### config.mk
export PLATFORM = sky130hd
export DESIGN_NAME = multimode_counter_flat
export DESIGN_NICKNAME = d
export VERILOG_FILES = /design/src/rtl/multimode_counter_if.sv /design/src/rtl/multimode_counter.sv /design/src/flat_wrapper.sv
export SDC_FILE = /design/constraint.sdc
export NUM_CORES = 1
export LEC_CHECK = 0
export CELL_PAD_IN_SITES_DETAIL_PLACEMENT = 2
export CELL_PAD_IN_SITES_GLOBAL_PLACEMENT = 2
export CORE_MARGIN = 2
export CORE_UTILIZATION = 30
export DETAILED_ROUTE_END_ITERATION = 10
export DONT_BUFFER_PORTS = 1
export PLACE_DENSITY = 0.68
export SETUP_SLACK_MARGIN = 0.1
export SYNTH_ARGS = -nofsm -noshare
export SYNTH_HDL_FRONTEND = slang
export SYNTH_SLANG_ARGS = --single-unit
### constraint.sdc
create_clock -name Clock -period 2 [get_ports Clock]
set_input_delay 0.5 -clock Clock [delete_from_list [all_inputs] [get_ports Clock]]
set_output_delay 0.5 -clock Clock [all_outputs]
set_load 0.02 [all_outputs]
### src/rtl/multimode_counter_if.sv
// Control and status bundle for multimode_counter: step/load controls in, registered count and flags out.
// The counter side takes the slave modport; whoever drives the controls takes master.
interface multimode_counter_if #(
    parameter int WIDTH = 4
);
    logic             Enable;
    logic             Load;
    logic [WIDTH-1:0] LoadValue;
    logic [1:0]       Mode;
    logic [WIDTH-1:0] Q;
    logic [WIDTH-1:0] Binary;
    logic             TerminalCount;
    logic             Wrap;

    modport master (
        output Enable, Load, LoadValue, Mode,
        input  Q, Binary, TerminalCount, Wrap
    );

    modport slave (
        input  Enable, Load, LoadValue, Mode,
        output Q, Binary, TerminalCount, Wrap
    );
endinterface

### src/rtl/multimode_counter.sv
// Up/down counter with parallel load and Gray/binary output. Build option: COUNTER_SATURATE_EN.
// Latency: every input change is visible on Q/Binary/TerminalCount/Wrap one Clock later.
// Backpressure: none; Enable low simply holds the count (Q encoding still tracks Mode).
module multimode_counter #(
    parameter int               WIDTH       = 4,
    parameter logic [WIDTH-1:0] RESET_VALUE = '0
) (
    input  logic                  Clock,
    input  logic                  Reset_n,
    multimode_counter_if.slave    cnt
);

    localparam logic [WIDTH-1:0] ZERO     = '0;
    localparam logic [WIDTH-1:0] ALL_ONES = '1;
    localparam logic [WIDTH-1:0] ONE      = {{(WIDTH-1){1'b0}}, 1'b1};

    logic [WIDTH-1:0] count_q;
    logic [WIDTH-1:0] q_q;
    logic             tc_q;
    logic             wrap_q;

    logic [WIDTH-1:0] count_nxt;
    logic [WIDTH-1:0] q_nxt;
    logic             tc_nxt;
    logic             wrap_nxt;
    logic             down;
    logic             gray;
    logic             at_end;

    assign down = cnt.Mode[0];
    assign gray = cnt.Mode[1];

    always_comb begin
        count_nxt = count_q;
        wrap_nxt  = 1'b0;
        // The end of range depends on direction, so a reversal re-targets it immediately.
        at_end    = down ? (count_q == ZERO) : (count_q == ALL_ONES);

        if (cnt.Load) begin
            count_nxt = cnt.LoadValue;
        end else if (cnt.Enable) begin
`ifdef COUNTER_SATURATE_EN
            if (!at_end) begin
                count_nxt = down ? (count_q - ONE) : (count_q + ONE);
            end
`else
            count_nxt = down ? (count_q - ONE) : (count_q + ONE);
            wrap_nxt  = at_end;
`endif
        end

        q_nxt  = gray ? (count_nxt ^ (count_nxt >> 1)) : count_nxt;
        tc_nxt = down ? (count_nxt == ZERO) : (count_nxt == ALL_ONES);
    end

    // Reset presents the raw binary reset value; encoding is applied from the first edge after.
    always_ff @(posedge Clock or negedge Reset_n) begin
        if (!Reset_n) begin
            count_q <= RESET_VALUE;
            q_q     <= RESET_VALUE;
            tc_q    <= 1'b0;
            wrap_q  <= 1'b0;
        end else begin
            count_q <= count_nxt;
            q_q     <= q_nxt;
            tc_q    <= tc_nxt;
            wrap_q  <= wrap_nxt;
        end
    end

    assign cnt.Q             = q_q;
    assign cnt.Binary        = count_q;
    assign cnt.TerminalCount = tc_q;
    assign cnt.Wrap          = wrap_q;

endmodule

### src/flat_wrapper.sv
// flat-port wrapper written by rule: the top's interface ports become plain ports
module multimode_counter_flat 
#(
    parameter int               WIDTH       = 4,
    parameter logic [WIDTH-1:0] RESET_VALUE = '0
)
  (Clock, Reset_n, cnt_Enable, cnt_Load, cnt_LoadValue, cnt_Mode, cnt_Q, cnt_Binary, cnt_TerminalCount, cnt_Wrap);
  multimode_counter_if #(.WIDTH(WIDTH)) cnt_i ();
  input  logic Clock;
  input  logic Reset_n;
  input wire logic [$bits(cnt_i.Enable)-1:0] cnt_Enable;
  input wire logic [$bits(cnt_i.Load)-1:0] cnt_Load;
  input wire logic [$bits(cnt_i.LoadValue)-1:0] cnt_LoadValue;
  input wire logic [$bits(cnt_i.Mode)-1:0] cnt_Mode;
  output wire logic [$bits(cnt_i.Q)-1:0] cnt_Q;
  output wire logic [$bits(cnt_i.Binary)-1:0] cnt_Binary;
  output wire logic [$bits(cnt_i.TerminalCount)-1:0] cnt_TerminalCount;
  output wire logic [$bits(cnt_i.Wrap)-1:0] cnt_Wrap;
  assign cnt_i.Enable = cnt_Enable;
  assign cnt_i.Load = cnt_Load;
  assign cnt_i.LoadValue = cnt_LoadValue;
  assign cnt_i.Mode = cnt_Mode;
  assign cnt_Q = cnt_i.Q;
  assign cnt_Binary = cnt_i.Binary;
  assign cnt_TerminalCount = cnt_i.TerminalCount;
  assign cnt_Wrap = cnt_i.Wrap;
  multimode_counter #(.WIDTH(WIDTH), .RESET_VALUE(RESET_VALUE)) u_core (.Clock(Clock), .Reset_n(Reset_n), .cnt(cnt_i));
endmodule
; Word level (Yosys, flattened, before mapping)
; Index checks and enable logic that the tools add are counted.
[word_totals]
regBits = 10
input_bits = 10
output_inout_bits = 10
word_cells = 19
[classes]
n_addsub = 2
eq_ne = 2
n_mux = 8
n_bitwise = 1
n_reduce_logical = 2
[ops]
columns = op, count
row1 = two-way mux 4 bit, 4
row2 = == test 4 bit (second input constant), 2
row3 = logical NOT 4 bit, 2
row4 = adder 4 x 1 -> 4 bit (second input constant), 1
row5 = two-way mux 1 bit, 4
row6 = subtractor 4 x 1 -> 4 bit (second input constant), 1
row7 = bitwise XOR 4 x 3 -> 4 bit, 1

; Logic depth before layout (Yosys ltp)
[depth]
depth_word = 6
mapped_depth = 9
mapped_depth_nobuf = 9

; Worst setup path before layout
; OpenSTA, ideal clock, no wires.
[synth_path]
kind = reg2reg
startpoint = register u_core.count_q[2] (netlist: u_core.cnt.Binary[2])
endpoint = register u_core.q_q[2] (netlist: u_core.cnt.Q[2])
arrival_ns = 2.063
required_time_ns = 1.869
slack_ns = -0.194
stages_incl_launch_ff = 9
path_buffers = 0
period_less_slack_ns = 2.194
path_cell_list = dfrtp_1 -> ha_1 -> a21oi_1 -> a21oi_1 -> or4_4 -> a31oi_1 -> ha_1 -> nand2_1 -> o21ai_1
[synth_between]
elab_chain_len = 6
elab_cells_between_ends = 7
cone_classes = 2 x add/sub / 4 x mux / 1 x bitwise
[synth_rtl]
columns = item, line_no
row1 = start: declaration, multimode_counter.sv:17  ; logic [WIDTH-1:0] count_q;
row2 = start signal: assignment, multimode_counter.sv:64  ; count_q <= count_nxt;
row3 = adder 4 x 1 -> 4 bit / subtractor 4 x 1 -> 4 bit (equally long branches), multimode_counter.sv:47  ; count_nxt = down ? (count_q - ONE) : (count_q + ONE);
row4 = two-way mux 4 bit, multimode_counter.sv:47
row5 = two-way mux 4 bit *, multimode_counter.sv:41  ; end else if (cnt.Enable) begin
row6 = two-way mux 4 bit *, multimode_counter.sv:39  ; if (cnt.Load) begin
row7 = bitwise XOR 4 x 3 -> 4 bit, multimode_counter.sv:52  ; q_nxt = gray ? (count_nxt ^ (count_nxt >> 1)) : count_nxt;
row8 = two-way mux 4 bit *, multimode_counter.sv:52
row9 = net u_core.q_nxt[2], multimode_counter.sv:23  ; logic [WIDTH-1:0] q_nxt;
row10 = end signal: assignment, multimode_counter.sv:65  ; q_q <= q_nxt;
row11 = end: declaration, multimode_counter.sv:18  ; logic [WIDTH-1:0] q_q;
; The timed path passes the listed nets; every way through them passes the cells marked *.

; Worst setup path in the final report
; Same ends and word-level chain as after synthesis.

==> run metrics <==
outcome finished with violations; failing checks setup timing; slew margin rel. 0.663; min Tclk post-route approximately 2100 ps; initial antenna violation count 0; Critical-path top delay cell or4_4; Net Sw Frac 0.373; Via density ~5; die area about 0.0022 sq mm; period utilisation layout 1.05; Die Ht roughly 47 um; ant diodes 0; Multi-input gate area 410 sq um; Max Fclk 475 MHz; warnings from Yosys 0; Mapped Cells 60; final hold violations 0; global-route wire length before repair between 3 and 4 mm; # rows 15; Root Buffer clkbuf_4; WP buf/inv 0; register area share after synthesis 0.404; vias after detailed routing between 500 and 600; nets@finish slightly below 100; final setup fails 2; DRC 0; area of the mapped netlist roughly 560 sq um; worst path required time 2160 ps; Pwr Density between 700 and 800 mW/mm^2; syn nets 76; input/output buffers 0; leak pwr 0.000372 uW; maximum VDD drop between 0.3 and 0.4 mV; Switch Pwr ~250 uW; pin count of the biggest net entering global routing 10; Total Routing Usage GR 0.221; fillcell total 191; core area 0.00175 sq mm; most used cell, CP ha_4; dpl cell area roughly 670 sq um; sequential cell fraction of total power 0.358; Max Slew Vio Count 0; register area around 230 sq um; clk_lat worst skew roughly 270 ps; final worst slack -105 ps; CP cell instances ha_4 > a21oi_4 > a21oi_2 > or4_4 > a31oi_4 > ha_4 > nand2_2 > o21ai_2; Max Cap Viol 0; number of buffers created by CTS 3; Design Area, Final roughly 860 sq um; initial DRC count 5; Setup crit start kind flip-flop; GRT overflow 0; drt first pass iters 4; Logic pwr share 0.422; setup tns final -201 ps; CTS tree yes; H-tree levels 1; WS Path Type flip-flop to flip-flop; top cell family by delay on the critical path simple AND/OR/NAND/NOR gates; ratio of cells with drive above 1 in the final layout 0.563; nature of the critical path endpoint flip-flop; I/O Pins 20; Netlist cell types 24; commonest non-fill, non-tap cells in the layout buf_4, dfrtp_1, inv_1; Clock transition at path regs 60 ps; DR WL/cell between 15 and 20 um; DRT antenna net count 0; arrival time at the worst endpoint between 2000 and 2500 ps; clock buffer depth 2; Syn Area/Cell between 9 and 10 sq um; Clock power frac 0.220; Internal Power between 400 and 500 uW; hold crit path type primary input to flip-flop; leading cell type in the layout, fill and taps excluded buf_4; Place WS -161 ps; Yosys reg bits 9; Largest stage delay, worst path approximately 540 ps; Area growth syn-to-layout 54.9%; vias in the first global route about 630; post-layout util 0.495; unrepaired setup endpoints after global routing yes; gpl congestion a little over 0.7; clk_skew roughly 1.1 ps; Routed WL between 2 and 2.5 mm; Starting Density 0.320; Slew @ Worst Pin 504 ps; crit path max fanout 3; clk sinks 9; Detailed Place HPWL about 1.2 mm; Die Width 47.1 um
==> power groups by stage <==
stage / logic [uW] / registers, uW / clock network (uW)
after floorplan: 110 / 260 / 0
after global placement: 181 / 244 / 0
after detailed placement: 191 / 245 / 0
after CTS: 250 / 243 / 159
after global routing: 313 / 246 / 162
final: 287 / 244 / 150
==> worst paths after layout <==
check	from	to	slack [ps]	cells past startpoint
worst max-delay path	u_core.cnt.Binary[2]	u_core.cnt.Q[2]	-100	8
worst min-delay path	cnt_Load	u_core.cnt.Wrap	300	1
worst max register to register	u_core.cnt.Binary[2]	u_core.cnt.Q[2]	-100	8
worst min register to register	u_core.cnt.Binary[3]	u_core.cnt.Binary[3]	820	4
max in group asynchronous	Reset_n	u_core.cnt.Binary[2]	1000	1
min in group asynchronous	Reset_n	u_core.cnt.Wrap	630	1
==> cell usage after synthesis <==
| library cell | instances | share of area |
|---|---|---|
| or4_4 | 1 | 0.020 |
| fa_1 | 1 | 0.036 |
| a31oi_1 | 2 | 0.022 |
| and3_1 | 1 | 0.011 |
| ha_1 | 5 | 0.11 |
| nand2b_1 | 1 | 0.011 |
| nor2b_1 | 1 | 0.011 |
| a21oi_1 | 3 | 0.027 |
| inv_1 | 7 | 0.047 |
| nand2_1 | 5 | 0.034 |
| dfrtp_1 | 9 | 0.40 |
| xor2_1 | 1 | 0.016 |
| nor3_1 | 3 | 0.027 |
| o31ai_1 | 1 | 0.013 |
| a31oi_2 | 1 | 0.022 |
| o22ai_1 | 1 | 0.011 |
| xnor2_1 | 2 | 0.031 |
| nand3_1 | 3 | 0.027 |
| o31ai_2 | 1 | 0.022 |
| nor2_1 | 3 | 0.020 |
| and2_1 | 1 | 0.011 |
| buf_4 | 1 | 0.013 |
| o21ai_1 | 4 | 0.036 |
| inv_2 | 2 | 0.013 |
==> layout make-up <==
type / instances / area share
well taps: 25 / 0.0362
inverters: 9 / 0.0391
flip-flops and latches: 9 / 0.265
clock buffers: 4 / 0.0304
repair buffers: 17 / 0.155
multi-input cells: 41 / 0.475
==> through the flow <==
stage	hold slack (ps)	instances	power, uW
5_1_grt	290	105	721
6_report	301	105	681
3_3_place_gp	205	93	425
4_1_cts	289	104	652
2_1_floorplan	204	60	370
3_5_place_dp	205	93	436
==> cell families (layout without fill, tap and decap cells) <==
group           Yosys count  after routing  share of synthesized area
simple gates             19             19                      0.173
compound gates           13             13                      0.155
buf+inv                  10             30                     0.0740
flops                     9              9                      0.404
fa+ha+maj                 6              6                      0.148
xor+xnor                  3              3                     0.0471
==> per-layer routing <==
layer | GRT usage | wire [um]
met5 | 0 | 0
met4 | 0.0833 | 48
met3 | 0.0731 | 107
met2 | 0.425 | 1140
met1 | 0.215 | 756
==> flip-flops by register name (all words and copies together) (netlist names) <==
signal	cells
u_core.cnt.Binary	4
u_core.cnt.TerminalCount	1
u_core.cnt.Q	3
u_core.cnt.Wrap	1
==> repair_timing <==
item / CTS / global route
setup buffers: 6 / 1
cloned: 0 / 0
hold buffers: 1 / 0
setup endpoints to repair: 3 / 5
hold endpoints to repair: 9 / 0
pin swaps: 5 / 10
resized for setup: 8 / 10
==> worst register-to-register path: stages (launching register included) <==
cell and delay (ps):
dfrtp_2 430, ha_4 270, a21oi_4 150, a21oi_2 80
or4_4 540, a31oi_4 180, ha_4 230, nand2_2 60
o21ai_2 50
Note: power is estimated with default switching activity, not from simulation.
